[src/rtl/util_axis_1553_decoder.sv]
`default_nettype none
// ============================================================================
// Module   : util_axis_1553_decoder
// Purpose  : MIL-STD-1553 Manchester II receiver. Samples the bus diff pair
//            through a 2-FF synchroniser and detects a cmd/status or data
//            sync. It then decodes 16 data bits plus odd parity and presents
//            each word on an AXI-Stream master port.
// Ports    : aclk           clock, rising edge
//            arstn          synchronous active-low reset
//            diff[1:0]      bus pair (10 = high, 01 = low, 00/11 = idle)
//            m_axis_tdata   decoded word, MSB = first bit on the bus
//            m_axis_tvalid  word valid
//            m_axis_tuser   [7] cmd sync, [6] data sync, [2] overflow,
//                           [1] manchester err, [0] parity err
//            m_axis_tready  downstream ready
// Config   : UTIL_AXIS_1553_DECODER_ERR_FWD_EN -- when defined, aborted and
//            parity-failed words are forwarded with error flags set.
//            When undefined, those words are dropped.
// Revision : 1.0 - initial release
// ============================================================================
module util_axis_1553_decoder #(
  parameter int clock_speed = 20000000
) (
  input  logic        aclk,
  input  logic        arstn,
  input  logic [1:0]  diff,
  output logic [15:0] m_axis_tdata,
  output logic        m_axis_tvalid,
  output logic [7:0]  m_axis_tuser,
  input  logic        m_axis_tready
);
  localparam int HB = clock_speed / 2000000;
  localparam int CW = $clog2(4*HB + 1);
  localparam logic [CW-1:0] c_one    = CW'(1);
  localparam logic [CW-1:0] c_hb     = CW'(HB);
  localparam logic [CW-1:0] c_mid    = CW'(HB/2);
  localparam logic [CW-1:0] c_sync   = CW'(3*HB);
  localparam logic [CW-1:0] c_win_lo = CW'(3*HB - HB/2);
  localparam logic [CW-1:0] c_win_hi = CW'(3*HB + HB/2);
  localparam logic [CW-1:0] c_sat    = CW'(4*HB);

  typedef enum logic [1:0] {S_IDLE, S_SYNC1, S_SYNC2, S_DATA} state_t;
  state_t r_state, w_state_n;

  logic [1:0]    r_meta, r_d, r_prev;
  logic [CW-1:0] r_cnt, r_pos, w_cur_pos;
  logic          r_lvl, r_cmd, r_half, r_h1, r_ovf;
  logic [4:0]    r_nbit;
  logic [15:0]   r_data;
  logic [15:0]   r_tdata;
  logic [7:0]    r_tuser;
  logic          r_tvalid;
  logic          w_hi, w_valid, w_edge, w_run_ok, w_resync, w_cur_half;
  logic          w_samp, w_merr, w_bit_ok, w_done, w_to_data, w_perr, w_emit;
  logic [1:0]    w_err_bits;
  logic [3:0]    w_idx;

  assign w_hi     = (r_d == 2'b10);
  assign w_valid  = (r_d == 2'b10) || (r_d == 2'b01);
  assign w_edge   = (r_d != r_prev);
  assign w_run_ok = (r_cnt >= c_win_lo) && (r_cnt <= c_win_hi);
  assign w_idx    = 4'd15 - r_nbit[3:0];
  // Odd parity over data + parity bit; r_h1 holds the parity bit value here.
  assign w_perr   = w_done && !(^{r_data, r_h1});

`ifdef UTIL_AXIS_1553_DECODER_ERR_FWD_EN
  assign w_emit     = w_done || w_merr;
  assign w_err_bits = {w_merr, w_perr};
`else
  assign w_emit     = w_done && !w_perr;
  assign w_err_bits = 2'b00;
`endif

  always_ff @(posedge aclk) begin
    if (!arstn) r_state <= S_IDLE;
    else        r_state <= w_state_n;
  end

  always_comb begin
    w_state_n  = r_state;
    w_resync   = 1'b0;
    w_cur_half = r_half;
    w_cur_pos  = r_pos;
    w_samp     = 1'b0;
    w_merr     = 1'b0;
    w_bit_ok   = 1'b0;
    w_done     = 1'b0;
    w_to_data  = 1'b0;
    case (r_state)
      S_IDLE: if (w_valid) w_state_n = S_SYNC1;
      S_SYNC1: begin
        if (w_valid && (w_hi == r_lvl)) begin
          if (r_cnt >= c_sat - c_one) w_state_n = S_IDLE;
        end else if (w_valid && w_run_ok) begin
          w_state_n = S_SYNC2;
        end else begin
          w_state_n = S_IDLE;
        end
      end
      S_SYNC2: begin
        // The sync second half may merge with bit 0's first half, so leave
        // at the first edge once the window is open, or at the nominal end.
        if (!w_valid) begin
          w_state_n = S_IDLE;
        end else if (w_hi == r_lvl) begin
          if (r_cnt < c_win_lo) begin
            w_state_n = S_IDLE;
          end else begin
            w_state_n = S_DATA;
            w_to_data = 1'b1;
          end
        end else if (r_cnt >= c_sync) begin
          w_state_n = S_DATA;
          w_to_data = 1'b1;
        end
      end
      S_DATA: begin
        // An edge near mid-bit is the Manchester transition: re-centre on it.
        w_resync = w_edge && ((!r_half && (r_pos > c_mid)) || (r_half && (r_pos < c_mid)));
        if (w_resync) begin
          w_cur_half = 1'b1;
          w_cur_pos  = '0;
        end
        if (w_cur_pos == c_mid) begin
          w_samp = 1'b1;
          if (!w_valid || (w_cur_half && (w_hi == r_h1))) begin
            w_merr    = 1'b1;
            w_state_n = S_IDLE;
          end else if (w_cur_half) begin
            w_bit_ok = 1'b1;
            if (r_nbit == 5'd16) begin
              w_done    = 1'b1;
              w_state_n = S_IDLE;
            end
          end
        end
      end
      default: w_state_n = S_IDLE;
    endcase
  end

  always_ff @(posedge aclk) begin
    if (!arstn) begin
      r_meta <= 2'b00;
      r_d    <= 2'b00;
      r_prev <= 2'b00;
      r_cnt  <= '0;
      r_pos  <= '0;
      r_lvl  <= 1'b0;
      r_cmd  <= 1'b0;
      r_half <= 1'b0;
      r_h1   <= 1'b0;
      r_nbit <= 5'd0;
      r_data <= 16'h0000;
    end else begin
      r_meta <= diff;
      r_d    <= r_meta;
      r_prev <= r_d;
      case (r_state)
        S_IDLE: begin
          r_cnt <= c_one;
          r_lvl <= w_hi;
        end
        S_SYNC1: begin
          if (w_state_n == S_SYNC2) begin
            r_cnt <= c_one;
            r_cmd <= r_lvl;
          end else if (r_cnt != c_sat) begin
            r_cnt <= r_cnt + c_one;
          end
        end
        S_SYNC2: if (r_cnt != c_sat) r_cnt <= r_cnt + c_one;
        S_DATA: begin
          if (w_samp && !w_cur_half) r_h1 <= w_hi;
          if (w_bit_ok) begin
            if (r_nbit < 5'd16) r_data[w_idx] <= r_h1;
            r_nbit <= r_nbit + 5'd1;
          end
          if (w_cur_pos == c_hb - c_one) begin
            r_pos  <= '0;
            r_half <= ~w_cur_half;
          end else begin
            r_pos  <= w_cur_pos + c_one;
            r_half <= w_cur_half;
          end
        end
        default: ;
      endcase
      // The current sample is position 0 of bit 0's first half.
      if (w_to_data) begin
        r_pos  <= c_one;
        r_half <= 1'b0;
        r_nbit <= 5'd0;
        r_data <= 16'h0000;
      end
    end
  end

  always_ff @(posedge aclk) begin
    if (!arstn) begin
      r_tvalid <= 1'b0;
      r_tdata  <= 16'h0000;
      r_tuser  <= 8'h00;
      r_ovf    <= 1'b0;
    end else begin
      if (r_tvalid && m_axis_tready) r_tvalid <= 1'b0;
      if (w_emit) begin
        if (!r_tvalid || m_axis_tready) begin
          r_tvalid <= 1'b1;
          r_tdata  <= r_data;
          r_tuser  <= {r_cmd, ~r_cmd, 3'b000, r_ovf, w_err_bits};
          r_ovf    <= 1'b0;
        end else begin
          r_ovf <= 1'b1;
        end
      end
    end
  end

  assign m_axis_tdata  = r_tdata;
  assign m_axis_tvalid = r_tvalid;
  assign m_axis_tuser  = r_tuser;

endmodule
`default_nettype wire

[config.mk]
export PLATFORM = sky130hd
export DESIGN_NAME = util_axis_1553_decoder
export DESIGN_NICKNAME = d
export VERILOG_FILES = /design/src/rtl/util_axis_1553_decoder.sv
export SDC_FILE = /design/constraint.sdc
export NUM_CORES = 1
export LEC_CHECK = 0
export BUFFER_PORTS_ARGS = -buffer_cell sky130_fd_sc_hd__buf_2
export CAP_MARGIN = 10
export CORE_UTILIZATION = 59
export DETAILED_ROUTE_END_ITERATION = 12
export PLACE_DENSITY = 0.84
export SLEW_MARGIN = 20
export SYNTH_ARGS = -nofsm -noshare
export SYNTH_HDL_FRONTEND = slang
export SYNTH_SLANG_ARGS = --single-unit
[constraint.sdc]
create_clock -name aclk -period 3.7 [get_ports aclk]
set_clock_uncertainty 0.05 [all_clocks]
set_input_delay 0.185 -clock aclk [delete_from_list [all_inputs] [get_ports aclk]]
set_output_delay 0.185 -clock aclk [all_outputs]
set_load 0.005 [all_outputs]
==> out/results.ini <==
[worst_setup_path]
path_cells = a2111oi_4, nor2_1, o221ai_1, and2_1, ha_1, nand2_1, nor4_1, nand2_1, or3_1, a21oi_1, a21oi_1, nor2_1
critical_path_class = reg -> reg
critPathBufInv = 0
arrival_ns = 3.48
worst_setup_path_start_kind = flop
path_delay_family = simple AND/OR/NAND/NOR gates
slowest_stage = o221ai_1
required_ns = 3.92
worstSetupEndpointType = flop
path_max_fanout = 9
slowest_delay_ns = 0.49

[finish]
final_common_cell = dfxtp_1
layout-drive-gt1-share_pct = 12.1
fillers = 427
antenna_cells = 0
final_cell_mix = dfxtp_1, nand3_1, nand2_1, nor2_1, o21ai_0
final_nets = 440
area_delta_synth_final_pct = 10.7
fin_util_pct = 68.7
fin_cells = 494
fin_area_um2 = 3830

[drt]
via_per_inst = 5.88
drtIter0Drc = 139
firstDrtPassIters = 6
num_vias = 2906
wl_per_cell_um = 15.0
routed_wl_mm = 7.41
route.detailed.drc = 0
drtAntennaViolNets = 0

[pwr]
peakVddDrop_v = 0.000287
leakagePower_nw = 1.65
power.density_nw_per_um2 = 401

[floorplan]
fp.dieArea_um2 = 6180
pin_count = 30
rows = 27
die_width_um = 78.6
fp.coreArea_um2 = 5570
initial_utilization_pct = 62.1
die_y_um = 78.6

[timing]
fmax_ghz = 0.307
grt_setup_unrepaired = no
period_minus_slack_ns = 3.26
relSlewSlack_pct = 38.7
setup_tns_ns = 0
final_max_slew_viol_count = 0
worstMarginPinSlew_ns = 0.917
finalSetupViolations = 0
hold_viol = 0
finalCritPeriodShare_pct = 88.1

[synth]
ys_ff_latch = 66
synth_top_area_share_pct = 38.2
synth-simple-area-share_pct = 21.9
syn_avg_cell_area_um2 = 8.57
yosysTopAreaCell = dfxtp_1
netlist_area_um2 = 3460
yosys-top-cells-area = dfxtp_1, ha_1, nand3_1
synth_compound_area_share_pct = 13.8
synth-adder-area-share_pct = 6.51
synth_xor_area_share_pct = 6.98
syn_inst = 404
synth-edff-count = 0
async_reset_ff_share_pct = 0
yosys_warnings = 0
ys_seq_area_share_pct = 38.2
synth.area.mux_share_pct = 5.89
synth_ff_type = dfxtp_1
synth_top_family_by_area = simple AND/OR/NAND/NOR gates
post_synth_num_cell_types = 56

[global_routing]
grt_max_degree = 47
grtUsageTotal_pct = 25.4
antenna_found_initial = 0
grt.overflow.total = 0
grt_pass1_wl_mm = 12.3
grt_pass1_vias = 2766

[place]
placed_area_um2 = 3550
io_buffer_count = 24
dp_hpwl_mm = 4.97
place_inst = 476
gp_congestion = 0.907

[hold_path]
hold_class = in -> reg

[clocking]
cts_tree = yes
clk_path_buf_depth = 2
clock_latency_ns = 0.34
root_buffer = clkbuf_8
htreeDepth = 3
clock-sinks = 66
cts_buffers = 9
clk_pin_slew_ns = 0.08
cts_setup_buffers = 0

[flow_run]
maxCapViolCount = 0

[run_status]
status = complete, no violations

==> metal layers <==
metal | wire length (µm) | global-route usage [%] | part of all wire, %
met1 | 3170 | 29.6 | 43
met2 | 3730 | 43.6 | 50
met3 | 351 | 6.74 | 4.7
met4 | 165 | 11.1 | 2.2
met5 | 0 | 0 | 0
==> per-stage QoR <==
step | hold slack [ns] | setup WS, ns | power [mW]
2_1_floorplan | 0.262 | 0.887 | 0.787
3_3_place_gp | 0.344 | 0.708 | 0.795
3_5_place_dp | 0.350 | 0.449 | 0.797
4_1_cts | 0.0943 | 0.479 | 1.54
5_1_grt | 0.105 | 0.162 | 1.59
6_report | 0.115 | 0.440 | 1.54
==> final cells by class <==
cell class / instances / area [µm²] / share of cell area [%]
Inverter: 18 / 67.6 / 1.76
Multi-Input combinational cell: 293 / 1940 / 50.6
Timing Repair Buffer: 29 / 163 / 4.25
Tap cell: 72 / 90.1 / 2.35
Clock inverter: 6 / 113 / 2.94
Clock buffer: 10 / 138 / 3.59
Sequential cell: 66 / 1320 / 34.5
==> state kept, by name, summed over array words and instances (netlist names) <==
name,count
m_axis_tdata,16
m_axis_tuser,3
m_axis_tvalid,1
r_cmd,1
r_cnt,6
r_d,2
r_data,16
r_h1,1
r_half,1
r_lvl,1
r_meta,2
r_nbit,5
r_ovf,1
r_pos,6
r_prev,2
r_state,2
==> worst paths after layout <==
path	slack [ns]	to	startpoint	depth (start not counted)
worst max-delay path	0.44	r_half	r_pos[2]	12
worst max register to register	0.44	r_half	r_pos[2]	12
worst min register to register	0.39	r_d[1]	r_meta[1]	1
worst min-delay path	0.12	r_state[1]	arstn	2
==> power by group <==
| group | internal [mW] | total (mW) | switching (mW) |
|---|---|---|---|
| combinational | 0.0206 | 0.0643 | 0.0437 |
| clock | 0.468 | 0.752 | 0.283 |
| sequential | 0.715 | 0.721 | 0.00579 |
==> kinds of logic (layout without fill, tap and decap cells) <==
kind of cell | Yosys count | in the layout
muxes | 20 | 20
AOI/OAI and AO/OA | 71 | 71
and+or+nand+nor | 153 | 153
xor gates and xnor gates | 26 | 26
other | 1 | 5
adders and majority gates | 18 | 18
DFF | 66 | 66
buffers and inverters | 49 | 63
==> cell usage after synthesis, drive strengths merged, types with 6 or more instances <==
cell,n
dfxtp,66
nand3,43
nand2,38
nor2,34
o21ai,30
mux2i,20
clkbuf,19
ha,18
inv,18
xnor2,15
a21oi,14
buf,12
xor2,10
and2,7
nand4,6
==> timing repair <==
item                                   in CTS  in global routing
hold buffers                                2                  0
resized for setup                           0                  0
endpoints found under the hold margin       2                  0
Note: power is estimated with default switching activity, not from simulation.
